--- src/rtl/swervolf_timer_bank_if.sv ---
// AXI4 slave-side signal bundle for swervolf_timer_bank.
// Latency: none, this is wiring only.
// Backpressure: carries the AXI valid/ready pairs unchanged.
// Ports: AW/W/B/AR/R channel signals. i_* are driven by the master and
// o_* by the slave; the names match the block's bus pin names.
interface swervolf_timer_bank_if #(
  parameter int ID_WIDTH = 6
);
  logic [ID_WIDTH-1:0] i_awid;
  logic [11:0]         i_awaddr;
  logic [7:0]          i_awlen;
  logic                i_awvalid;
  logic                o_awready;

  logic [63:0]         i_wdata;
  logic [7:0]          i_wstrb;
  logic                i_wlast;
  logic                i_wvalid;
  logic                o_wready;

  logic [ID_WIDTH-1:0] o_bid;
  logic [1:0]          o_bresp;
  logic                o_bvalid;
  logic                i_bready;

  logic [ID_WIDTH-1:0] i_arid;
  logic [11:0]         i_araddr;
  logic [7:0]          i_arlen;
  logic                i_arvalid;
  logic                o_arready;

  logic [ID_WIDTH-1:0] o_rid;
  logic [63:0]         o_rdata;
  logic [1:0]          o_rresp;
  logic                o_rlast;
  logic                o_rvalid;
  logic                i_rready;

  modport master (
    output i_awid, i_awaddr, i_awlen, i_awvalid, input o_awready,
    output i_wdata, i_wstrb, i_wlast, i_wvalid, input o_wready,
    input  o_bid, o_bresp, o_bvalid, output i_bready,
    output i_arid, i_araddr, i_arlen, i_arvalid, input o_arready,
    input  o_rid, o_rdata, o_rresp, o_rlast, o_rvalid, output i_rready
  );

  modport slave (
    input  i_awid, i_awaddr, i_awlen, i_awvalid, output o_awready,
    input  i_wdata, i_wstrb, i_wlast, i_wvalid, output o_wready,
    output o_bid, o_bresp, o_bvalid, input i_bready,
    input  i_arid, i_araddr, i_arlen, i_arvalid, output o_arready,
    output o_rid, o_rdata, o_rresp, o_rlast, o_rvalid, input i_rready
  );
endinterface

--- src/rtl/swervolf_timer_bank.sv ---
// Machine timer with prescaler, N compare channels, GPIO register, AXI4 slave.
// Latency: writes take effect at the AW/W handshake edge; read data 1 cycle after AR.
// Backpressure: AW/W accepted together only in write idle; B and R hold until ready.
// Ports: clk/rst (sync, active high), axi (slave modport of the bus bundle),
// o_gpio (GPIO_OUT register), o_timer_irq (registered per-channel interrupts).
module swervolf_timer_bank #(
  parameter int ID_WIDTH   = 6,
  parameter int N_TIMERS   = 2,
  parameter int GPIO_W     = 8,
  parameter int PRESCALE_W = 16
) (
  input  logic                 clk,
  input  logic                 rst,
  swervolf_timer_bank_if.slave axi,
  output logic [GPIO_W-1:0]    o_gpio,
  output logic [N_TIMERS-1:0]  o_timer_irq
);

  localparam logic [1:0] W_IDLE  = 2'd0;
  localparam logic [1:0] W_DRAIN = 2'd1;
  localparam logic [1:0] W_RESP  = 2'd2;
  localparam logic [0:0] R_IDLE  = 1'b0;
  localparam logic [0:0] R_DATA  = 1'b1;

  localparam logic [1:0] RESP_OKAY   = 2'b00;
  localparam logic [1:0] RESP_SLVERR = 2'b10;
  localparam logic [1:0] RESP_DECERR = 2'b11;

  // Word index 0..4 are the control registers, 32+i are the compare registers.
  function automatic logic mapped(input logic [8:0] idx);
    return (idx <= 9'd4) || ((idx >= 9'd32) && (idx < 9'(32 + N_TIMERS)));
  endfunction

  logic [63:0]           mtime_q, mtime_d;
  logic [PRESCALE_W-1:0] pcnt_q, pcnt_d, prescale_q, prescale_d;
  logic [GPIO_W-1:0]     gpio_q, gpio_d;
  logic [N_TIMERS-1:0]   irq_en_q, irq_en_d, irq_status, irq_q;
  logic [63:0]           cmp_q [N_TIMERS];
  logic [63:0]           cmp_d [N_TIMERS];

  logic [1:0]          w_state_q;
  logic [ID_WIDTH-1:0] bid_q;
  logic [1:0]          bresp_q;
  logic                aw_hs, wr_fire, tick;
  logic [8:0]          wr_idx, rd_idx;
  logic [63:0]         wmask, rd_val;

  logic [0:0]          r_state_q;
  logic [ID_WIDTH-1:0] rid_q;
  logic [63:0]         rdata_q;
  logic [1:0]          rresp_q;
  logic                rlast_q, ar_hs;
  logic [7:0]          rlen_q, rbeat_q;

  // The byte offset inside a 64-bit word does not select anything.
  logic unused_addr_lsbs;
  assign unused_addr_lsbs = ^{axi.i_awaddr[2:0], axi.i_araddr[2:0]};

  // Ready is combinational on valid so the AW/W acceptance is a single-cycle
  // pulse; gating with rst keeps the handshakes dead while in reset.
  assign aw_hs   = (w_state_q == W_IDLE) & axi.i_awvalid & axi.i_wvalid & ~rst;
  assign ar_hs   = (r_state_q == R_IDLE) & axi.i_arvalid & ~rst;
  assign wr_fire = aw_hs & (axi.i_awlen == 8'd0);
  assign wr_idx  = axi.i_awaddr[11:3];
  assign rd_idx  = axi.i_araddr[11:3];
  assign tick    = (pcnt_q == prescale_q);

  always_comb begin
    for (int b = 0; b < 8; b++) wmask[8*b +: 8] = {8{axi.i_wstrb[b]}};
  end

  always_comb begin
    for (int i = 0; i < N_TIMERS; i++) irq_status[i] = (mtime_q >= cmp_q[i]);
  end

  always_comb begin
    mtime_d    = tick ? mtime_q + 64'd1 : mtime_q;
    pcnt_d     = tick ? '0 : pcnt_q + PRESCALE_W'(1);
    prescale_d = prescale_q;
    gpio_d     = gpio_q;
    irq_en_d   = irq_en_q;
    for (int i = 0; i < N_TIMERS; i++) cmp_d[i] = cmp_q[i];
    if (wr_fire) begin
      case (wr_idx)
        // A bus write to MTIME overrides the increment of the same cycle.
        9'd0: mtime_d = (mtime_q & ~wmask) | (axi.i_wdata & wmask);
        9'd1: begin
          prescale_d = (prescale_q & ~wmask[PRESCALE_W-1:0]) |
                       (axi.i_wdata[PRESCALE_W-1:0] & wmask[PRESCALE_W-1:0]);
          pcnt_d     = '0;
        end
        9'd2: gpio_d = (gpio_q & ~wmask[GPIO_W-1:0]) |
                       (axi.i_wdata[GPIO_W-1:0] & wmask[GPIO_W-1:0]);
        9'd4: irq_en_d = (irq_en_q & ~wmask[N_TIMERS-1:0]) |
                         (axi.i_wdata[N_TIMERS-1:0] & wmask[N_TIMERS-1:0]);
        default: begin
          for (int i = 0; i < N_TIMERS; i++) begin
            if (wr_idx == 9'(32 + i)) cmp_d[i] = (cmp_q[i] & ~wmask) | (axi.i_wdata & wmask);
          end
        end
      endcase
    end
  end

  always_comb begin
    rd_val = '0;
    case (rd_idx)
      9'd0: rd_val = mtime_q;
      9'd1: rd_val = 64'(prescale_q);
      9'd2: rd_val = 64'(gpio_q);
      9'd3: rd_val = 64'(irq_status);
      9'd4: rd_val = 64'(irq_en_q);
      default: begin
        for (int i = 0; i < N_TIMERS; i++) begin
          if (rd_idx == 9'(32 + i)) rd_val = cmp_q[i];
        end
      end
    endcase
  end

  always_ff @(posedge clk) begin
    if (rst) begin
      mtime_q    <= '0;
      pcnt_q     <= '0;
      prescale_q <= '0;
      gpio_q     <= '0;
      irq_en_q   <= '0;
      irq_q      <= '0;
      for (int i = 0; i < N_TIMERS; i++) cmp_q[i] <= '1;
    end else begin
      mtime_q    <= mtime_d;
      pcnt_q     <= pcnt_d;
      prescale_q <= prescale_d;
      gpio_q     <= gpio_d;
      irq_en_q   <= irq_en_d;
      irq_q      <= irq_en_q & irq_status;
      for (int i = 0; i < N_TIMERS; i++) cmp_q[i] <= cmp_d[i];
    end
  end

  // Bursts are not supported: the first beat is taken without writing and the
  // remaining beats are swallowed before a single SLVERR response.
  always_ff @(posedge clk) begin
    if (rst) begin
      w_state_q <= W_IDLE;
      bid_q     <= '0;
      bresp_q   <= RESP_OKAY;
    end else begin
      case (w_state_q)
        W_IDLE: if (aw_hs) begin
          bid_q <= axi.i_awid;
          if (axi.i_awlen == 8'd0) begin
            bresp_q   <= mapped(wr_idx) ? RESP_OKAY : RESP_DECERR;
            w_state_q <= W_RESP;
          end else begin
            bresp_q   <= RESP_SLVERR;
            w_state_q <= axi.i_wlast ? W_RESP : W_DRAIN;
          end
        end
        W_DRAIN: if (axi.i_wvalid && axi.i_wlast) w_state_q <= W_RESP;
        W_RESP:  if (axi.i_bready) w_state_q <= W_IDLE;
        default: w_state_q <= W_IDLE;
      endcase
    end
  end

  always_ff @(posedge clk) begin
    if (rst) begin
      r_state_q <= R_IDLE;
      rid_q     <= '0;
      rdata_q   <= '0;
      rresp_q   <= RESP_OKAY;
      rlast_q   <= 1'b0;
      rlen_q    <= '0;
      rbeat_q   <= '0;
    end else begin
      case (r_state_q)
        R_IDLE: if (ar_hs) begin
          rid_q     <= axi.i_arid;
          rlen_q    <= axi.i_arlen;
          rbeat_q   <= '0;
          r_state_q <= R_DATA;
          if (axi.i_arlen == 8'd0) begin
            rdata_q <= rd_val;
            rresp_q <= mapped(rd_idx) ? RESP_OKAY : RESP_DECERR;
            rlast_q <= 1'b1;
          end else begin
            rdata_q <= '0;
            rresp_q <= RESP_SLVERR;
            rlast_q <= 1'b0;
          end
        end
        default: if (axi.i_rready) begin
          if (rlast_q) begin
            rlast_q   <= 1'b0;
            r_state_q <= R_IDLE;
          end else begin
            rbeat_q <= rbeat_q + 8'd1;
            rlast_q <= ((rbeat_q + 8'd1) == rlen_q);
          end
        end
      endcase
    end
  end

  assign axi.o_awready = aw_hs;
  assign axi.o_wready  = aw_hs | ((w_state_q == W_DRAIN) & ~rst);
  assign axi.o_bvalid  = (w_state_q == W_RESP);
  assign axi.o_bid     = bid_q;
  assign axi.o_bresp   = bresp_q;
  assign axi.o_arready = ar_hs;
  assign axi.o_rvalid  = (r_state_q == R_DATA);
  assign axi.o_rid     = rid_q;
  assign axi.o_rdata   = rdata_q;
  assign axi.o_rresp   = rresp_q;
  assign axi.o_rlast   = rlast_q;
  assign o_gpio        = gpio_q;
  assign o_timer_irq   = irq_q;

endmodule

--- src/flat_wrapper.sv ---
// flat-port wrapper written by rule: the top's interface ports become plain ports
module swervolf_timer_bank_flat 
#(
  parameter int ID_WIDTH   = 6,
  parameter int N_TIMERS   = 2,
  parameter int GPIO_W     = 8,
  parameter int PRESCALE_W = 16
)
  (clk, rst, o_gpio, o_timer_irq, axi_i_awid, axi_i_awaddr, axi_i_awlen, axi_i_awvalid, axi_o_awready, axi_i_wdata, axi_i_wstrb, axi_i_wlast, axi_i_wvalid, axi_o_wready, axi_o_bid, axi_o_bresp, axi_o_bvalid, axi_i_bready, axi_i_arid, axi_i_araddr, axi_i_arlen, axi_i_arvalid, axi_o_arready, axi_o_rid, axi_o_rdata, axi_o_rresp, axi_o_rlast, axi_o_rvalid, axi_i_rready);
  swervolf_timer_bank_if #(.ID_WIDTH(ID_WIDTH)) axi_i ();
  input  logic clk;
  input  logic rst;
  output logic [GPIO_W-1:0] o_gpio;
  output logic [N_TIMERS-1:0] o_timer_irq;
  input wire logic [$bits(axi_i.i_awid)-1:0] axi_i_awid;
  input wire logic [$bits(axi_i.i_awaddr)-1:0] axi_i_awaddr;
  input wire logic [$bits(axi_i.i_awlen)-1:0] axi_i_awlen;
  input wire logic [$bits(axi_i.i_awvalid)-1:0] axi_i_awvalid;
  output wire logic [$bits(axi_i.o_awready)-1:0] axi_o_awready;
  input wire logic [$bits(axi_i.i_wdata)-1:0] axi_i_wdata;
  input wire logic [$bits(axi_i.i_wstrb)-1:0] axi_i_wstrb;
  input wire logic [$bits(axi_i.i_wlast)-1:0] axi_i_wlast;
  input wire logic [$bits(axi_i.i_wvalid)-1:0] axi_i_wvalid;
  output wire logic [$bits(axi_i.o_wready)-1:0] axi_o_wready;
  output wire logic [$bits(axi_i.o_bid)-1:0] axi_o_bid;
  output wire logic [$bits(axi_i.o_bresp)-1:0] axi_o_bresp;
  output wire logic [$bits(axi_i.o_bvalid)-1:0] axi_o_bvalid;
  input wire logic [$bits(axi_i.i_bready)-1:0] axi_i_bready;
  input wire logic [$bits(axi_i.i_arid)-1:0] axi_i_arid;
  input wire logic [$bits(axi_i.i_araddr)-1:0] axi_i_araddr;
  input wire logic [$bits(axi_i.i_arlen)-1:0] axi_i_arlen;
  input wire logic [$bits(axi_i.i_arvalid)-1:0] axi_i_arvalid;
  output wire logic [$bits(axi_i.o_arready)-1:0] axi_o_arready;
  output wire logic [$bits(axi_i.o_rid)-1:0] axi_o_rid;
  output wire logic [$bits(axi_i.o_rdata)-1:0] axi_o_rdata;
  output wire logic [$bits(axi_i.o_rresp)-1:0] axi_o_rresp;
  output wire logic [$bits(axi_i.o_rlast)-1:0] axi_o_rlast;
  output wire logic [$bits(axi_i.o_rvalid)-1:0] axi_o_rvalid;
  input wire logic [$bits(axi_i.i_rready)-1:0] axi_i_rready;
  assign axi_i.i_awid = axi_i_awid;
  assign axi_i.i_awaddr = axi_i_awaddr;
  assign axi_i.i_awlen = axi_i_awlen;
  assign axi_i.i_awvalid = axi_i_awvalid;
  assign axi_o_awready = axi_i.o_awready;
  assign axi_i.i_wdata = axi_i_wdata;
  assign axi_i.i_wstrb = axi_i_wstrb;
  assign axi_i.i_wlast = axi_i_wlast;
  assign axi_i.i_wvalid = axi_i_wvalid;
  assign axi_o_wready = axi_i.o_wready;
  assign axi_o_bid = axi_i.o_bid;
  assign axi_o_bresp = axi_i.o_bresp;
  assign axi_o_bvalid = axi_i.o_bvalid;
  assign axi_i.i_bready = axi_i_bready;
  assign axi_i.i_arid = axi_i_arid;
  assign axi_i.i_araddr = axi_i_araddr;
  assign axi_i.i_arlen = axi_i_arlen;
  assign axi_i.i_arvalid = axi_i_arvalid;
  assign axi_o_arready = axi_i.o_arready;
  assign axi_o_rid = axi_i.o_rid;
  assign axi_o_rdata = axi_i.o_rdata;
  assign axi_o_rresp = axi_i.o_rresp;
  assign axi_o_rlast = axi_i.o_rlast;
  assign axi_o_rvalid = axi_i.o_rvalid;
  assign axi_i.i_rready = axi_i_rready;
  swervolf_timer_bank #(.ID_WIDTH(ID_WIDTH), .N_TIMERS(N_TIMERS), .GPIO_W(GPIO_W), .PRESCALE_W(PRESCALE_W)) u_core (.clk(clk), .rst(rst), .axi(axi_i), .o_gpio(o_gpio), .o_timer_irq(o_timer_irq));
endmodule
--- config.mk ---
export PLATFORM = sky130hd
export DESIGN_NAME = swervolf_timer_bank_flat
export DESIGN_NICKNAME = d
export VERILOG_FILES = /design/src/rtl/swervolf_timer_bank_if.sv /design/src/rtl/swervolf_timer_bank.sv /design/src/flat_wrapper.sv
export SDC_FILE = /design/constraint.sdc
export NUM_CORES = 1
export LEC_CHECK = 0
export CORE_MARGIN = 3
export CORE_UTILIZATION = 61
export DETAILED_ROUTE_END_ITERATION = 8
export PLACE_DENSITY = 0.82
export SLEW_MARGIN = 20
export SYNTH_ARGS = -nofsm -noshare
export SYNTH_HDL_FRONTEND = slang
export SYNTH_SLANG_ARGS = --single-unit
--- constraint.sdc ---
create_clock -name clk -period 6.5 [get_ports clk]
set_input_delay 1.3 -clock clk [delete_from_list [all_inputs] [get_ports clk]]
set_output_delay 1.3 -clock clk [all_outputs]
set_load 0.03 [all_outputs]
Word-level counts from Yosys, hierarchy flattened
Memory sizes are Yosys's and may differ from the RTL's.
Index checks and enable logic that the tools add are counted.
Word-level totals
  memories: 1
  bits in writable memories: 128
  register bits: 208
Cells by class
  add/subtract/negate cells: 3
  eq/ne operators: 20
  reduce and logical (&&, ||, !) cells: 20
  multiplexer cells: 42
  $lt $le $gt $ge: 8
  bitwise logic cells: 33
Memories
  u_core.cmp_q: words 2, bits a word 64, rd ports 2, clocked after memory_dff 0, write ports 2, line swervolf_timer_bank.sv:38  | logic [63:0] cmp_q [N_TIMERS];
Operator list (count)
  $mux 64: 10
  $pmux 64 s5: 1
  $and 64x64->64: 4
  $mux 128: 2
  $or 64x64->64: 3
  $ge 64x64->1: 2
  $add 64x1->64 const B: 1
  $not 64->64: 1
  $mux 16: 3
  $eq 9x6->1 const B: 4
  $and 16x16->16: 2
  $mux 8: 4
  $eq 9x2->1 const B: 3
  $eq 9x1->1 const B: 2
  $eq 9x3->1 const B: 2
  $ge 9x6->1 const B: 2
  $le 9x3->1 const B: 2
  $logic_not 9->1: 2
  $lt 9x6->1 const B: 2
  $mux 2: 9
  $add 16x1->16 const B: 1
  $and 8x8->8: 2
  $eq 16x16->1: 1
  $logic_not 8->1: 2
  25 further kinds: 59

Logic depth before layout (Yosys ltp)
Gate-level depths: netlist (run 1).
  word-level depth: 7
  mapped depth: 9
  depth with buffers taken out: 8

Worst setup path after synthesis (run 1)
Ideal clock, no wire load.
  kind: in2out
  start point: input port rst
  end point: output port axi_o_wready
  required time: 5.200 ns
  slack: 2.605 ns
  buffers on the path: 3
  arrival: 2.595 ns
  stages: 4
  cells stage by stage: clkbuf_1 > clkbuf_1 > clkbuf_1 > nor3_1
On the way
  cells in the longest elaborated chain, start to end: 3
  elaborated cells on any way between the ends: 4
Ends and longest elaborated chain
  start: declaration: line flat_wrapper.sv:12  | input logic rst;
  $not 1->1 (*): line swervolf_timer_bank.sv:61, swervolf_timer_bank.sv:207
  $and 1x1->1, on equally long branches: line swervolf_timer_bank.sv:61, swervolf_timer_bank.sv:207
  $or 1x1->1 (*): line swervolf_timer_bank.sv:207  | assign axi.o_wready = aw_hs | ((w_state_q == W_DRAIN) & ~rst);
  end: declaration: line flat_wrapper.sv:24  | output wire logic [$bits(axi_i.o_wready)-1:0] axi_o_wready;
Mark *: on every way between the ends. The rest lies on a longest branch, timed or not.

Final worst setup path (run 1)
  start point: input port axi_i_wvalid
  end point: output port axi_o_awready
On the way
  cells in the longest elaborated chain, start to end: 2
Ends and longest elaborated chain
  start: declaration: line flat_wrapper.sv:23  | input wire logic [$bits(axi_i.i_wvalid)-1:0] axi_i_wvalid;
  $and 1x1->1 (2 in series): line swervolf_timer_bank.sv:61  | assign aw_hs = (w_state_q == W_IDLE) & axi.i_awvalid & axi.i_wvalid & ~rst;
  end: declaration: line flat_wrapper.sv:19  | output wire logic [$bits(axi_i.o_awready)-1:0] axi_o_awready;
Every way passes these cells.

==> run summary, run 1 <==
The run finished with clean final reports. The proportion of register bits with asynchronous set or reset after synthesis is 0%. During synthesis, Yosys emitted a total of 0 warnings. In this run, synthesis produced a sequential element count of 336. The path type of the worst setup path is input pin to output port.

The run gives 40.13 mm as the half-perimeter wire length after detailed placement. For the pin count of the biggest net entering global routing, the log shows 105. The completed layout was analyzed and its total power is 4.609 mW.

After clock tree synthesis, the flow added hold-fix buffers numbering 0. The count of buffers from port buffering works out to 221. Across the run, the number of max-cap violations was 0.

Final routed DRC violation total: 0. The cell depth of the worst flop-to-flop path works out to 6. Setup repair after global routing left no endpoint under its margin. The worst slew margin relative to its limit was 13.60%; the synthesis-to-finish area growth was 19.08%. Counting instances in the post-synthesis netlist gives the leading cell types as 336 x dfxtp_1, 313 x nand2_1, 157 x nor2_1.

The share of synthesized area in the top cell type comes to 35.49%. The run gives 56.96 mm as the wire length after detailed routing. The die covers 33220 um^2. For the via count of the first global-routing pass, the log shows 17819. The later pin in the worst-skew pair is clocked with a latency of 0.54 ns. The synthesized design spends more area on one cell type than any other, namely dfxtp_1.

The number of pins exceeding their max-slew limit in the final report was 0. TritonCTS built the clock tree. The number of buffers added by the clock tree synthesis step was 38; the post-synthesis cell count was 2265.

Data arrives at the worst endpoint at 3.05 ns. The tools report the overall via count from detail_route as 18220. The height of the die was 182.3 um; the count of clock tree sinks was 336. In this run the register-to-register setup slack is 3.25 ns. The path class of the tightest hold or removal check is flip-flop to flip-flop. The number of setup buffers added after CTS is 0. The slowest stage of the critical path belongs to the cell clkdlybuf4s50_1.

Ranked by total cell area, the synthesized netlist is headed by dfxtp_1 35%, ha_1 8.6%, mux2i_1 7.4%, nand2_1 6.2%, o211ai_1 3.1%. The total of cells resized after clock tree synthesis came out at 0. Fill cells in the final layout number 2163. Of all nets on the critical path, the largest fanout is 15.

For the number of hold violations in the final report, the log shows 0. In this run the cell area of the synthesized design comes to 18950 um^2. The floorplan has 63 rows. For the leakage power summed over all cells, the log shows 10.32 nW. The number of top-level design ports is 228, and the total iterations of the first detailed-routing run is 6.

The maximum cell stage delay along the critical path came out at 0.70 ns. The tree is rooted in a clkbuf_16. The post-route netlist has 5.043% of its cells at a drive strength greater than 1. Kind of launch point of the worst setup path: an input pin. The synthesized design contains 0 enable-type register cells.

The sequential cell area fraction in the yosys report came out at 35.49%. The cell repeated most along the worst path was clkdlybuf4s50_1. The tools report the nature of the critical path endpoint as an output port.

At the end of the flow, the number of nets in the layout was 2674. Power spread over the standard cell area amounts to 204.2 nW/um^2. For the pin with the worst max-slew slack, the measured transition is 1.263 ns.

In this run the number of H-tree levels came out at 2. The synthesized area per cell is 8.368 um^2, and the final critical-path share of the clock period is 66.92%. The total nets after synthesis is 2528. After clock tree synthesis, the clock-pin slew on the worst setup and hold paths is 0.06 ns.

The count of nets left with antenna violations once routing finished came out at 0. The worst hold path terminates at u_core.axi.o_rid[4]$_SDFFE_PP0P_. The core region is 30110 um^2.

Total negative setup slack: 0 ns. For the worst setup path, the data required time is 5.20 ns. The signal on the critical path passes through clkdlybuf4s50_1 > nand3b_1 > nor3_1 > buf_4 > clkdlybuf4s50_1. In this run the most critical hold path is launched from u_core.axi.o_rid[4]$_SDFFE_PP0P_. The minimum clock period works out to 4.350 ns. Global routing finished with a remaining overflow of 0. The most common cell in the synthesized netlist is dfxtp_1. The number of buffers and inverters on the critical path is 3. Counting along the longest clock path gives a buffer depth of 3. The maximum clock skew at final layout was 0.02066 ns; the number of DRC violations after detailed-routing iteration 0 was 1491. The worst hold path was traced through 2 stages. The effective utilization at floorplan came out at 62.94%.

In the routed layout, each cell is associated on average with a via count of 6.438. Routability-driven placement finished with a final weighted congestion of 0.9693. The first global-routing pass estimated 91.91 mm of wire. The top cell family by delay on the critical path was buffers and inverters. Largest vdd supply drop: 0.1771 mV. The mean routed wirelength per cell was 20.13 um. The synthesized netlist contains 75 unique library cells. Derived from the worst setup path, the maximum achievable clock frequency is 229.9 MHz.

Primary flip-flop cell chosen by synthesis mapping: dfxtp_1. The number of antenna violations at the first check in global routing is 0, and the die width is 182.3 um. Global routing consumed, over all layers together, 33.39% of the routing resources.

Setup violations remaining at the end of the flow were counted as 0.
-- kinds of logic (layout without fill, tap and decap cells) --
logic type | count (synthesis) | count (layout) | synth area share [%]
compound gates | 536 | 536 | 19.42
xor+xnor | 40 | 40 | 1.848
fa+ha+maj | 131 | 131 | 8.648
buf+inv | 287 | 461 | 5.941
flops | 336 | 336 | 35.49
mux | 145 | 145 | 7.691
other cells | 0 | 1 | 0
simple gates | 790 | 790 | 20.96
-- per-layer routing --
metal	part of all wire, %	GRT usage [%]	vias up	wire length, um
li1	-	-	8531	-
met1	40	42.39	8666	22900
met2	48	56.46	868	27090
met3	8.5	5.860	155	4833
met4	3.8	13.41	0	2137
met5	0	0	-	0
-- power breakdown --
part	internal, mW	switching [mW]
Clock	1.36	0.876
Combinational	0.122	0.170
Sequential	2.07	0.0119
Total	3.55	1.06
-- placed cells by master (no fill, tap or decap), drive strengths merged, types with 10 or more instances in the layout --
cell type | Yosys | layout
clkbuf | 98 | 57
nor3 | 30 | 30
buf | 33 | 18
and3 | 27 | 27
a31oi | 38 | 38
nor2 | 157 | 157
or4 | 13 | 13
a22oi | 61 | 61
and4 | 13 | 13
ha | 131 | 131
a21oi | 118 | 118
nor4 | 29 | 29
xnor2 | 11 | 11
a211oi | 17 | 17
o2bb2ai | 49 | 49
or3 | 30 | 30
clkdlybuf4s50 | 0 | 219
nand4 | 57 | 57
a21o | 15 | 15
nand3 | 61 | 61
o211ai | 79 | 79
xor2 | 29 | 29
a221o | 11 | 11
inv | 156 | 156
a221oi | 16 | 16
dfxtp | 336 | 336
and2 | 25 | 25
a311oi | 10 | 10
mux2i | 140 | 140
o21ai | 72 | 72
nand2 | 313 | 313
-- worst register-to-register path: stages (launching register included) --
cell and delay (ns):
dfxtp_1 0.51, nand4_1 0.56, nor4_4 0.74, and4_1 0.33
nand3_1 0.32, or4_1 0.52, a31oi_1 0.17
-- through the flow --
stage                     instances  hold slack, ns  instance area [um^2]  utilization, %  worst slack, ns
final                          2830          0.4550                 22570           74.95            2.150
after global placement         2760          0.4409                 21260           70.60            1.948
after floorplan                2265          0.4215                 18950               -            2.605
after global routing           2829          0.4762                 22570           74.94            2.066
after detailed placement       2760          0.4474                 21260           70.60            1.814
after CTS                      2828          0.4532                 22560           74.91            2.132
-- how the worst max path moves through the flow --
stage,startpoint,to,slack [ns],cells after the start
finish,axi_i_wvalid,axi_o_awready,2.15,5
global route,rst,axi_o_awready,2.07,5
CTS,rst,axi_o_awready,2.13,5
detailed placement,axi_i_awaddr[3],flip-flop,1.81,7
global placement,axi_i_awaddr[3],flip-flop,1.95,7
floorplan,rst,axi_o_wready,2.60,4
-- cell type report --
class	instances	area [um^2]	share of cell area [%]
flip-flops and latches	336	6726	29.80
well taps	390	488.0	2.162
clock buffers	57	1166	5.167
repair buffers	237	2335	10.34
diodes	1	2.502	0.01109
inverters	156	588.1	2.606
clock inverters	11	130.1	0.5766
multi-input cells	1642	11130	49.33
(Power assumes the default switching activity.)
==> run 2: changes to the inputs <==
- CORE_UTILIZATION: 61 -> 51
- PLACE_DENSITY: 0.82 -> 0.73
- clock period: 6.5 -> 3.56 ns (I/O delays scaled with it)
==> run 2 against run 1 <==
Against the previous run:
- critical path type unchanged
- non-clock buffer count up 25
- first-iteration DRC count is 18% lower
- largest power group unchanged
- sequential share of layout area decreased by 0.48 points
==> run summary, run 2 (synthesized netlist as in run 1, its figures left out) <==
Measured slew at the worst slew-check pin: 0.8951 ns (-0.3682 ns). The tools report the nature of the critical path endpoint as an output port. The top cell types in the final layout, fill and taps aside, are 336 x dfxtp_1, 313 x nand2_1, 218 x clkdlybuf4s50_1. The number of antenna violations at the first check in global routing was 1 (+1).

The via density per instance was 6.113 (-5.1%); the number of hold violations in the final report was 0 (unchanged). The number of top-level design ports is 228 (unchanged), and the cell depth of the worst flop-to-flop path is 7 (+1). The final weighted congestion in routability-driven placement is 0.9351 (-3.5%), and the mean routed wirelength per cell is 19.86 um (-1.3%). The height of the die is 198.8 um (+9.1%), and the clock-pin slew on the worst setup and hold paths is 0.06 ns (about the same). The overall via count from detail_route was 17898 (-1.8%); the instance count on the critical path was 4 (-1). Post-detailed-route count of antenna-violating nets: 0 (unchanged). The tools report the clock latency reported for the late side of the worst-skew pair as 0.54 ns (about the same).

The final routed DRC violation total was 0 (unchanged); the number of hold buffers added after CTS was 0 (unchanged). The logs give 2.85 ns (-2.35 ns) for the data required time of the critical path and 42.05 mm (+4.8%) for the half-perimeter wire length after detailed placement. The run finished with clean final reports. The worst hold path stage count works out to 2 (unchanged). The critical path is of the input pin to output port type. The number of DRC violations after detailed-routing iteration 0 was 1223 (-18%); the worst path buffer plus inverter count was 2 (-1). The share of cells above drive strength 1 came out at 6.042% (+1.0 points). For the largest vdd supply drop, the log shows 0.3652 mV (+110%).

The tree is rooted in a clkbuf_16. Maximum fanout count along the critical path: 3 (-12). The tools report the post-layout worst setup margin as 0.5709 ns (-1.579 ns). Of the available clock period, the critical path in the final layout requires 83.96%. The pin count of the biggest net entering global routing is 76 (-28%), and the total iterations of the first detailed-routing run is 5 (-1).

By instance count, the cell type seen most on the critical path is clkdlybuf4s50_1. The number of violations of the max-capacitance limit is 0 (unchanged), and the worst setup timing slack at the placement stage is 0.1626 ns (-1.652 ns). For the power consumption, the log shows 8.489 mW (+84%). Setup repair after global routing left no endpoint under its margin. The post-CTS setup buffer count is 0 (unchanged), and the minimum clock period is 2.989 ns. From synthesis to final layout, the design area changed by 21.05%. For the count of clock tree sinks, the log shows 336 (unchanged). The slowest stage of the critical path belongs to the cell clkdlybuf4s50_1.

The setup violation total in the final timing report was 0 (unchanged). The maximum cell stage delay along the critical path is 0.74 ns (+0.04 ns). TritonCTS built the clock tree. The tools report the wire length after detailed routing as 58.15 mm (+2.1%).

The CTS H-tree depth was 2 (unchanged). The effective utilization at floorplan was 52.52% (-10 points). The global-route usage over all layers was 28.69% (-4.7 points); the cell area power density was 370.0 nW/um^2 (+81%). The total of cells resized after clock tree synthesis was 0 (unchanged); the leakage power summed over all cells was 10.47 nW (+1.5%). For the net count of the finished layout, the log shows 2700 (+0.97%). The worst hold path belongs to the class flip-flop to flip-flop.

The largest buffer count on any clock path was 3 (unchanged); the worst slew margin relative to its limit was 40.33% (+27 points). The count of buffers from port buffering was 221 (unchanged); the total congestion overflow after global routing was 0 (unchanged). The signal on the critical path passes through clkdlybuf4s50_1 > nand2b_2 > nor2_1 > clkdlybuf4s50_1.

The number of buffers added by the clock tree synthesis step is 39 (+2.6%). The total core area is 36090 um^2 (+20%). The top cell family by delay on the critical path was buffers and inverters.

Area of the die: 39510 um^2 (+19%). The die width came out at 198.8 um (+9.1%). The tools report the total negative setup slack as 0 ns (unchanged). The kind of launch point of the worst setup path was an input pin. The first-pass GRT wire length came out at 92.01 mm (+0.11%). Timing would allow up to 334.6 MHz.

The logs give 2.28 ns (-0.77 ns) for the arrival time at the worst endpoint and 0.01891 ns (-0.001746 ns) for the maximum clock skew at final layout. The library cell used most frequently in the layout, excluding fill and tap cells, is dfxtp_1. The number of cell rows was 69 (+9.5%); the via count of the first global-routing pass was 17216 (-3.4%). For the number of pins exceeding their max-slew limit in the final report, the log shows 0 (unchanged).
run 2: cell types whose count changed in the layout (fill, tap and decap cells not counted), sizes merged:
| cell | previous run | this run |
|---|---|---|
| clkdlybuf4s50 | 219 | 218 |
| clkinvlp | 0 | 1 |
| inv | 156 | 157 |
| clkinv | 8 | 4 |
| buf | 18 | 44 |
| clkbuf | 57 | 61 |
run 2: final cells by class:
| type | instances | area [um^2] |
|---|---|---|
| timing repair buffer | 262 | 2604 |
| inverter | 156 | 588.1 |
| clock inverter | 9 | 126.4 |
| clock buffer | 61 | 1191 |
| sequential | 336 | 6726 |
| antenna | 1 | 2.502 |
| multi-input combinational | 1642 | 11130 |
| fill | 3041 | 13150 |
| tap | 461 | 576.8 |
run 2: path summary, 6_finish.rpt:
kind,start,end,slack [ns]
max,axi_i_arvalid,axi_o_arready,0.57
min reg2reg,u_core.axi.o_rid[0]$_SDFFE_PP0P_,u_core.axi.o_rid[0]$_SDFFE_PP0P_,0.45
max reg2reg,flip-flop,flip-flop,0.73
min,u_core.axi.o_rid[0]$_SDFFE_PP0P_,u_core.axi.o_rid[0]$_SDFFE_PP0P_,0.45
run 2: tightest hold or removal path: cells and delay by family, from the launching register on:
| family | cells | cell delay [ns] |
|---|---|---|
| simple gates | 1 | 0.05 |
| compound gates | 1 | 0.05 |
| flops | 1 | 0.31 |
run 2: metrics by stage:
step	util, %	hold WS, ns	instance area, um^2	instances
after floorplan	-	0.4215	18950	2265
after CTS	63.57	0.4537	22940	2927
after detailed placement	59.92	0.4469	21620	2857
after global placement	59.92	0.4425	21620	2857
final	63.57	0.4527	22940	2928
after global routing	63.57	0.4721	22940	2928
run 2: metal layers:
layer	wire [um]	GRT usage (%)
met4	1779	9.604
met3	3780	4.014
met5	0	0
met2	27550	48.61
met1	25040	37.77
run 2: report_power, final:
group          internal [mW]  total [mW]  switching [mW]
registers               3.79        3.81          0.0227
clock network           2.52        4.13            1.62
logic                  0.232       0.548           0.316
==> run 3: changes to the inputs <==
- CORE_UTILIZATION: 51 -> 57
- PLACE_DENSITY: 0.73 -> 0.77
- clock period: 3.56 -> 3.1 ns (I/O delays scaled with it)
==> run 3 against run 2 <==
Against the previous run:
- global-route usage rose by 3.0 points
- clock-buffer cell count stayed put
- sequential cell count did not move
- largest power group unchanged
- largest cell class unchanged
- cell area increased by 1.5%
- critical path type is now flip-flop to flip-flop
- clock skew shrank 0.0036 ns
==> run summary, run 3 (synthesized netlist as in run 1, its figures left out) <==
Of the available clock period, the critical path in the final layout requires 94.87%. The count of buffers from port buffering came out at 221 (unchanged). The leakage power summed over all cells was 10.68 nW (+2.0%). The worst hold path stage count is 2 (unchanged). Relative to the synthesized area, the layout overhead comes to 22.86%. The measured slew at the worst slew-check pin is 0.9552 ns (+0.06005 ns). The first-pass GRT wire length is 93.02 mm (+1.1%), and the worst slew margin relative to its limit is 36.32% (-4.0 points). The mean routed wirelength per cell was 19.59 um (-1.3%); the area of the die was 35480 um^2 (-10%). The height of the die came out at 188.4 um (-5.2%). The run gives 18236 (+1.9%) as the overall via count from detail_route. For the number of hold violations in the final report, the log shows 0 (unchanged). The tools report the final routed DRC violation total as 0 (unchanged). The number of antenna violations at the first check in global routing is 0 (-1).

The run gives 0.3309 ns (-0.1219 ns) as the final worst hold slack. The cell area power density is 413.8 nW/um^2 (+12%), and the share of cells above drive strength 1 is 7.637% (+1.6 points). For the total core area, the log shows 32620 um^2 (-9.6%). The global routing usage on met3 was 5.284% (+1.3 points); the clock-pin slew on the worst setup and hold paths was 0.06 ns (about the same).

For the data required time of the critical path, the log shows 3.55 ns (+0.70 ns). The path type of the worst setup path was flip-flop to flip-flop. For the post-CTS setup buffer count, the log shows 0 (unchanged). The tools report the maximum clock skew at final layout as 0.01534 ns (-0.003568 ns). In the layout the commonest cells are 336 x dfxtp_1, 313 x nand2_1, 217 x clkdlybuf4s50_1. The tools report the kind of launch point of the worst setup path as a flip-flop. For the number of cell rows, the log shows 66 (-4.3%). Type of the tightest min-delay check: input pin to flip-flop. The run gives 0 (unchanged) as the number of hold buffers added after CTS. TritonCTS built the clock tree. The tools report the met1 capacity usage during global routing as 39.96% (+2.2 points).

Count of clock tree sinks: 336 (unchanged). The startpoint identified for the worst hold timing path is rst. For the power consumption, the log shows 9.635 mW (+14%). The logs give 53.44% (+4.8 points) for the global routing met2 resource utilization and 2504 (-18%) for the number of fill cells in the layout.

The final design utilization was 71.39% (+7.8 points); the total of cells resized after clock tree synthesis was 0 (unchanged). The final weighted congestion in routability-driven placement is 0.9195 (-1.7%), and the cell depth of the worst flop-to-flop path is 6 (-1). Based on the critical path, the design can be clocked at up to 340.0 MHz. The number of top-level design ports was 228 (unchanged).

The tools report the half-perimeter wire length after detailed placement as 41.53 mm (-1.2%). The pin count of the biggest net entering global routing is 79 (+3.9%). The via count of the first global-routing pass was 17934 (+4.2%); the register-to-register path setup slack was 0.16 ns (-0.57 ns). For the net count of the finished layout, the log shows 2734 (+1.3%). The largest buffer count on any clock path came out at 3 (unchanged). The global-route usage over all layers came out at 31.64% (+3.0 points). The run gives 0 (unchanged) as the number of violations of the max-capacitance limit. Setup repair after global routing left no endpoint under its margin. The arrival time at the worst endpoint was 3.39 ns (+1.11 ns); the CTS H-tree depth was 2 (unchanged). The total area of multi-input combinational cells was 11130 um^2 (unchanged). The tree is rooted in a clkbuf_16. The minimum clock period is 2.941 ns, and the number of pins exceeding their max-slew limit in the final report is 0 (unchanged). Post-detailed-route count of antenna-violating nets: 0 (unchanged).

The library cell used most frequently in the layout, excluding fill and tap cells, is dfxtp_1. Wire length after detailed routing: 57.67 mm (-0.82%). For the post-layout worst setup margin, the log shows 0.1591 ns (-0.4118 ns).

The run finished with clean final reports. Nature of the critical path endpoint: a flip-flop. The via density per instance is 6.196 (+1.4%). For the worst setup timing slack at the placement stage, the log shows -0.03343 ns (-0.1960 ns). Combined flip-flop and latch cell area: 6726 um^2 (unchanged). For the total congestion overflow after global routing, the log shows 0 (unchanged). The most crowded layer after global routing is met2.

Total iterations of the first detailed-routing run: 5 (unchanged). The logs give 0.5055 mV (+38%) for the largest vdd supply drop and 0 ns (unchanged) for the total negative setup slack. The die width came out at 188.4 um (-5.2%). Effective utilization at floorplan: 58.11% (+5.6 points). The clock latency reported for the late side of the worst-skew pair was 0.53 ns (about the same).

The logs give 0 (unchanged) for the setup violation total in the final timing report and 1290 (+5.5%) for the number of DRC violations after detailed-routing iteration 0. The run gives 0 (-1) as the count of inserted antenna diode cells. The tools report the number of buffers added by the clock tree synthesis step as 39 (unchanged).

The maximum fanout count along the critical path came out at 7 (+4).
run 3: cell types whose count changed in the layout (fill, tap and decap cells not counted):
cell / change
clkinv_2: +3
clkinv_4: +1
clkinvlp_4: +1
inv_6: -1
bufinv_16: -3
buf_12: +10
buf_4: +25
clkbuf_8: +6
clkdlybuf4s50_1: -1
clkbuf_1: -6
diode_2: -1
run 3: layout make-up:
class                   instances  share of cell area (%)
well taps                     442                   2.375
flip-flops and latches        336                   28.89
repair buffers                296                   12.80
clock buffers                  61                   5.373
multi-input cells            1642                   47.78
inverters                     156                   2.525
clock inverters                10                  0.2525
run 3: where the power goes:
part	leakage, nW	total [mW]	internal, mW	switching, mW
clock network	0.651	4.64	2.77	1.86
registers	2.72	4.37	4.35	0.0250
logic	7.31	0.627	0.271	0.356
run 3: critical path, stage by stage (launching register included):
cell and delay (ns):
dfxtp_1 0.49, nand4_1 0.32, or4_1 0.69, nor3_2 0.38
nand3_1 0.33, or4_1 0.48, a31oi_1 0.16
run 3: layer usage:
metal | vias to the layer above | wire, um
met3 | 164 | 4257
met4 | 0 | 2661
li1 | 8656 | -
met5 | - | 0
met1 | 8672 | 23620
met2 | 744 | 27130
run 3: worst max path at each step:
stage                               from   endpoint  cells past startpoint
final                          flip-flop  flip-flop                      6
after global routing           flip-flop  flip-flop                      6
after CTS                      flip-flop  flip-flop                      6
after detailed placement  axi_i_awlen[1]  flip-flop                      8
after global placement    axi_i_awlen[5]  flip-flop                      8
after floorplan           axi_i_awlen[5]  flip-flop                      8
run 3: stage by stage:
stage	cells	cell area [um^2]
after global routing	2943	23290
after CTS	2943	23290
after global placement	2872	21980
final	2943	23290
after detailed placement	2872	21980
after floorplan	2265	18950
==> edit 1: new RTL, config.mk and constraints of run 2 <==
`PRESCALE_W` is set to 16 in 2 places; all go to 14.
--- a/src/rtl/swervolf_timer_bank.sv
+++ b/src/rtl/swervolf_timer_bank.sv
@@ -7,7 +7,7 @@
   parameter int ID_WIDTH   = 6,
   parameter int N_TIMERS   = 2,
   parameter int GPIO_W     = 8,
-  parameter int PRESCALE_W = 16
+  parameter int PRESCALE_W = 14
 ) (
   input  logic                 clk,
   input  logic                 rst,
--- a/src/flat_wrapper.sv
+++ b/src/flat_wrapper.sv
@@ -4,7 +4,7 @@
   parameter int ID_WIDTH   = 6,
   parameter int N_TIMERS   = 2,
   parameter int GPIO_W     = 8,
-  parameter int PRESCALE_W = 16
+  parameter int PRESCALE_W = 14
 )
   (clk, rst, o_gpio, o_timer_irq, axi_i_awid, axi_i_awaddr, axi_i_awlen, axi_i_awvalid, axi_o_awready, axi_i_wdata, axi_i_wstrb, axi_i_wlast, axi_i_wvalid, axi_o_wready, axi_o_bid, axi_o_bresp, axi_o_bvalid, axi_i_bready, axi_i_arid, axi_i_araddr, axi_i_arlen, axi_i_arvalid, axi_o_arready, axi_o_rid, axi_o_rdata, axi_o_rresp, axi_o_rlast, axi_o_rvalid, axi_i_rready);
   swervolf_timer_bank_if #(.ID_WIDTH(ID_WIDTH)) axi_i ();
Formal check against the unedited RTL: not equivalent (a bounded check fails within 4 cycles, from zero or initial values and one cycle with rst high).
==> edit 1 against run 2 <==
Wire length is 0.80% lower; register-to-register slack worse by 0.25 ns; area after synthesis is 2.7% lower; power is 2.5% lower; sequential cell count is 4 lower; cell area is 1.6% lower; setup slack worse by 0.30 ns; die area is 2.6% lower; largest cell class unchanged.
==> edit 1: results (changes against run 2) <==
| Metric | Value |
|---|---|
| Setup Buffers After CTS | 0 (unchanged) |
| Layout cell share with drive strength beyond 1 | 6.68% (+0.63 points) |
| Synth cell count leaders | sky130_fd_sc_hd__dfxtp_1, sky130_fd_sc_hd__nand2_1, sky130_fd_sc_hd__nor2_1 |
| CTS H-tree lvls | 2 (unchanged) |
| Total number of vias | 18346 (+2.5%) |
| Clock transition at path regs | 0.06 ns (about the same) |
| Number of global-route vias before repair | 17495 (+1.6%) |
| Result of the run | completed |
| GRT Overall Usage | 28.9% (+0.22 points) |
| Total of warnings raised by yosys | 0 (unchanged) |
| Antenna violations before repair | 0 (-1) |
| Maximum number of pins on one net before global-route repair | 81 (+6.6%) |
| Clock Latency Late Sink | 0.54 ns (about the same) |
| Arrival time of the worst setup path | 2.58 ns (+0.30 ns) |
| Nets in the synthesized netlist | 2594 (+2.6%) |
| Number of iterations in the first detailed-routing pass | 6 (+1) |
| First-pass GRT wire length | 92200 um (+0.19%) |
| Classification of the worst-slack hold path | reg2reg |
| Worst-path fanout max | 8 (+5) |
| Cts repair resizes | 0 (unchanged) |
| Port Buffers | 221 (unchanged) |
| NumNets Final | 2795 (+3.5%) |
| Synth async-reset ratio | 0% (unchanged) |
| Final setup skew | 0.0212 ns (+0.00227 ns) |
| Cell chosen for the clock root | sky130_fd_sc_hd__clkbuf_16 |
| Leakage | 10.0 nW (-4.1%) |
| Sequential-to-total area share from yosys stat | 36.0% (+0.54 points) |
| Count of routing violations after the opening detailed-route iteration | 1586 (+30%) |
| Post-DR wirelength/cell | 19.1 um (-3.9%) |
| Number of flops mapped to enable cells by yosys | 0 (unchanged) |
| Clock Path Buffers | 3 (unchanged) |
| Final estimated routing congestion in global placement | 0.917 (-1.9%) |
| Worst supply voltage drop on vdd | 0.000322 V (-12%) |
| Area contributors post-synth | sky130_fd_sc_hd__dfxtp_1, sky130_fd_sc_hd__ha_1, sky130_fd_sc_hd__nand2_1 |
| HPWL Detailed | 41400 um (-1.6%) |
| Fill cell count | 3133 (+3.0%) |
| Clock buffers created by TritonCTS | 38 (-2.6%) |
| Relative max-transition margin | 33.1% (-7.3 points) |
| Number of distinct library cell variants in the gate-level netlist after synthesis | 70 (-6.7%) |
edit 1: cell count changes after synthesis, sizes merged, moves of 19 or more:
cell	change
a21oi	+68
o2bb2ai	-48
mux2i	-63
nor2	+83
nand4	-19
o21ai	+113
edit 1: layout make-up:
type	count	area (um^2)	area share, %
Timing Repair Buffer	285	2760	12.2
Clock buffer	57	1140	5.06
Clock inverter	12	135	0.598
Antenna cell	1	2.50	0.0111
Sequential cell	332	6650	29.4
Inverter	148	558	2.47
Multi-Input combinational cell	1727	10800	47.6
Tap cell	461	577	2.55
edit 1: cells by family (layout without fill, tap and decap cells):
| group | count (synthesis) | count (layout) | synth area share (%) |
|---|---|---|---|
| compound gates | 652 | 652 | 21.7 |
| xor+xnor | 43 | 43 | 2.04 |
| fa+ha+maj | 131 | 131 | 8.89 |
| buf+inv | 272 | 502 | 5.85 |
| flops | 332 | 332 | 36.0 |
| mux | 81 | 81 | 4.42 |
| other cells | 0 | 1 | 0 |
| simple gates | 820 | 820 | 21.1 |
edit 1: final timing paths:
path	from	endpoint	slack, ns	depth (start not counted)
worst min-delay path	u_core.axi.o_rid[1]	u_core.axi.o_rid[1]	0.46	2
worst max-delay path	axi_i_wvalid	axi_o_awready	0.27	4
worst min register to register	u_core.axi.o_rid[1]	u_core.axi.o_rid[1]	0.46	2
worst max register to register	flip-flop	flip-flop	0.48	7
edit 1: critical path, cell delays in order:
cell and delay, ns:
sky130_fd_sc_hd__clkdlybuf4s50_1 0.51, sky130_fd_sc_hd__nor2b_1 0.18, sky130_fd_sc_hd__and3_1 0.42, sky130_fd_sc_hd__clkdlybuf4s50_1 0.75
edit 1: routing by layer:
metal  up-vias  global-route usage [%]  part of all wire [%]
li1       8743                       -                     -
met1      8734                    39.2                    43
met2       776                    48.7                    47
met3        93                    3.62                   7.4
met4         0                    8.11                   2.3
met5         -                       0                     0
edit 1: stage by stage:
step / setup WS [ns] / area, um^2 / power [W] / std cells
floorplan: 0.834 / 18400 / 0.00406 / 2331
global placement: 0.131 / 21300 / 0.00436 / 2953
detailed placement: 0.103 / 21300 / 0.00437 / 2953
CTS: 0.278 / 22600 / 0.00833 / 3022
global route: 0.212 / 22600 / 0.00851 / 3022
finish: 0.267 / 22600 / 0.00828 / 3023
edit 1: report_power, final:
part	internal (W)	switching [W]	total, W
combinational	0.000222	0.000315	0.000537
clock	0.00237	0.00161	0.00398
sequential	0.00374	0.0000210	0.00376
==> edit 2: new RTL, flow settings as in run 2 <==
Without the edit above. Reset style: asynchronous (`rst`), changed in 3 clocked blocks.
--- a/src/rtl/swervolf_timer_bank.sv
+++ b/src/rtl/swervolf_timer_bank.sv
@@ -118,7 +118,7 @@
     endcase
   end
 
-  always_ff @(posedge clk) begin
+  always_ff @(posedge clk or posedge rst) begin
     if (rst) begin
       mtime_q    <= '0;
       pcnt_q     <= '0;
@@ -140,7 +140,7 @@
 
   // Bursts are not supported: the first beat is taken without writing and the
   // remaining beats are swallowed before a single SLVERR response.
-  always_ff @(posedge clk) begin
+  always_ff @(posedge clk or posedge rst) begin
     if (rst) begin
       w_state_q <= W_IDLE;
       bid_q     <= '0;
@@ -164,7 +164,7 @@
     end
   end
 
-  always_ff @(posedge clk) begin
+  always_ff @(posedge clk or posedge rst) begin
     if (rst) begin
       r_state_q <= R_IDLE;
       rid_q     <= '0;
Behaviour: differs if rst is asserted again (counterexample within 4 cycles, from zero or initial values and one cycle with rst high); with rst held inactive, the same outputs for 4 cycles.
==> edit 2 against run 2 <==
Wire length shrank 5.4%; setup slack lost 0.10 ns; cell area grew 4.2%; non-clock buffer count grew 2; critical endpoint unchanged; sequential cell count is the same; area after synthesis grew 3.9%.
Power is not compared: it rests on default switching activity, and its combinational part moved more than twofold at a synthesized area within 25%.
==> edit 2: results (changes against run 2) <==
| Metric | Value |
|---|---|
| NumNets Final | 2541 (-5.9%) |
| Reg-to-reg startpoint | u_core.pcnt_q[6] |
| Worst-path fanout max | 4 (+1) |
| Number of distinct library cell variants in the gate-level netlist after synthesis | 81 (+8.0%) |
| Clock buffers created by TritonCTS | 38 (-2.6%) |
| Area contributors post-synth | sky130_fd_sc_hd__dfrtp_1, sky130_fd_sc_hd__dfstp_2, sky130_fd_sc_hd__mux2_2 |
| First-pass GRT wire length | 89400 um (-2.9%) |
| Synth async-reset ratio | 100% (+100 points) |
| Sequential-to-total area share from yosys stat | 43.5% (+8.0 points) |
| Cell chosen for the clock root | sky130_fd_sc_hd__clkbuf_16 |
| GRT Overall Usage | 26.7% (-2.0 points) |
| Largest stage delay, worst path | 0.59 ns (-0.15 ns) |
| Arrival time of the worst setup path | 2.38 ns (+0.10 ns) |
| Post-layout worst setup margin | 0.466 ns (-0.105 ns) |
| Relative max-transition margin | 38.8% (-1.6 points) |
| Count of routing violations after the opening detailed-route iteration | 1144 (-6.5%) |
| Layout cell share with drive strength beyond 1 | 18.6% (+13 points) |
| Final estimated routing congestion in global placement | 0.889 (-4.9%) |
| Total of warnings raised by yosys | 0 (unchanged) |
| Number of global-route vias before repair | 16801 (-2.4%) |
| HPWL Detailed | 40200 um (-4.4%) |
| Synth cell count leaders | sky130_fd_sc_hd__nand2_1, sky130_fd_sc_hd__dfrtp_1, sky130_fd_sc_hd__nor2_1 |
| Number of cells on the worst hold path | 2 (unchanged) |
| Nets in the synthesized netlist | 2315 (-8.4%) |
| Top FF cell, synth | sky130_fd_sc_hd__dfrtp_1 |
| Wire length reported by the detailed router | 55000 um (-5.4%) |
| Maximum number of pins on one net before global-route repair | 141 (+86%) |
| Worst-case setup slack after placement | 0.106 ns (-0.0565 ns) |
| Crit path launch | rst |
| Family with the most delay on the worst path | buffers and inverters |
| Fill cell count | 3121 (+2.6%) |
| Depth of the worst register-to-register path | 7 (unchanged) |
| Post-DR vias/cell | 5.89 (-3.6%) |
| Worst Min Path Start | u_core.axi.o_rdata[18] |
| Result of the run | completed |
| Final worst hold slack | 0.482 ns (+0.0294 ns) |
| Clock transition at path regs | 0.06 ns (about the same) |
| Clock Path Buffers | 3 (unchanged) |
| Antenna fix cells | 0 (-1) |
| Number of maximum-capacitance constraint violations | 0 (unchanged) |
| Final setup skew | 0.0214 ns (+0.00245 ns) |
## edit 2: changes by cell type after synthesis, sizes merged, moves of 70 or more
cell | before | now
dfxtp | 336 | 0
mux2i | 140 | 24
dfstp | 0 | 128
o211ai | 79 | 9
dfrtp | 0 | 208
mux2 | 5 | 159
## edit 2: cell families after synthesis
group	share of synthesized area, %
compound gates	15.1
mux	10.3
fa+ha+maj	8.33
xor+xnor	1.82
flops	43.5
simple gates	16.4
buf+inv	4.46
## edit 2: layout make-up
type	instances	area share [%]
Clock buffer	63	5.00
Clock inverter	5	0.241
Inverter	146	2.31
Multi-Input combinational cell	1492	42.9
Sequential cell	336	35.8
Tap cell	511	2.67
Timing Repair Buffer	264	11.0
## edit 2: power by group through the flow
stage / Clock [W] / Sequential [W] / Combinational (W)
6_report: 0.00393 / 0.00423 / 0.00140
5_1_grt: 0.00417 / 0.00425 / 0.00155
4_1_cts: 0.00401 / 0.00423 / 0.00141
3_5_place_dp: 0 / 0.00428 / 0.00140
3_3_place_gp: 0 / 0.00427 / 0.00136
2_1_floorplan: 0 / 0.00434 / 0.000726
## edit 2: tightest hold or removal path, stage by stage (launching register included)
cell	delay, ns
sky130_fd_sc_hd__dfrtp_1	0.34
sky130_fd_sc_hd__nand2_1	0.05
sky130_fd_sc_hd__o21ai_1	0.06
## edit 2: worst min-delay path by stage
stage and endpoint:
6_report u_core.axi.o_rdata[18], 2_1_floorplan u_core.rlen_q[1], 4_1_cts u_core.axi.o_rdata[23], 5_1_grt flip-flop
3_5_place_dp u_core.axi.o_rid[1], 3_3_place_gp u_core.axi.o_rid[3]
## edit 2: through the flow
step	cells	total power [W]	area (um^2)
floorplan	2052	0.00507	19800
CTS	2817	0.00964	23900
global placement	2749	0.00563	22700
global route	2817	0.00997	23900
finish	2817	0.00956	23900
detailed placement	2749	0.00568	22700
## edit 2: layer usage
metal	vias up	share of wire [%]	GRT usage, %	wire, um
li1	7822	-	-	-
met1	8110	44	37.2	24100
met2	566	46	43.0	25400
met3	97	6.9	4.49	3810
met4	2	3.0	8.46	1650
met5	-	0.024	0	13
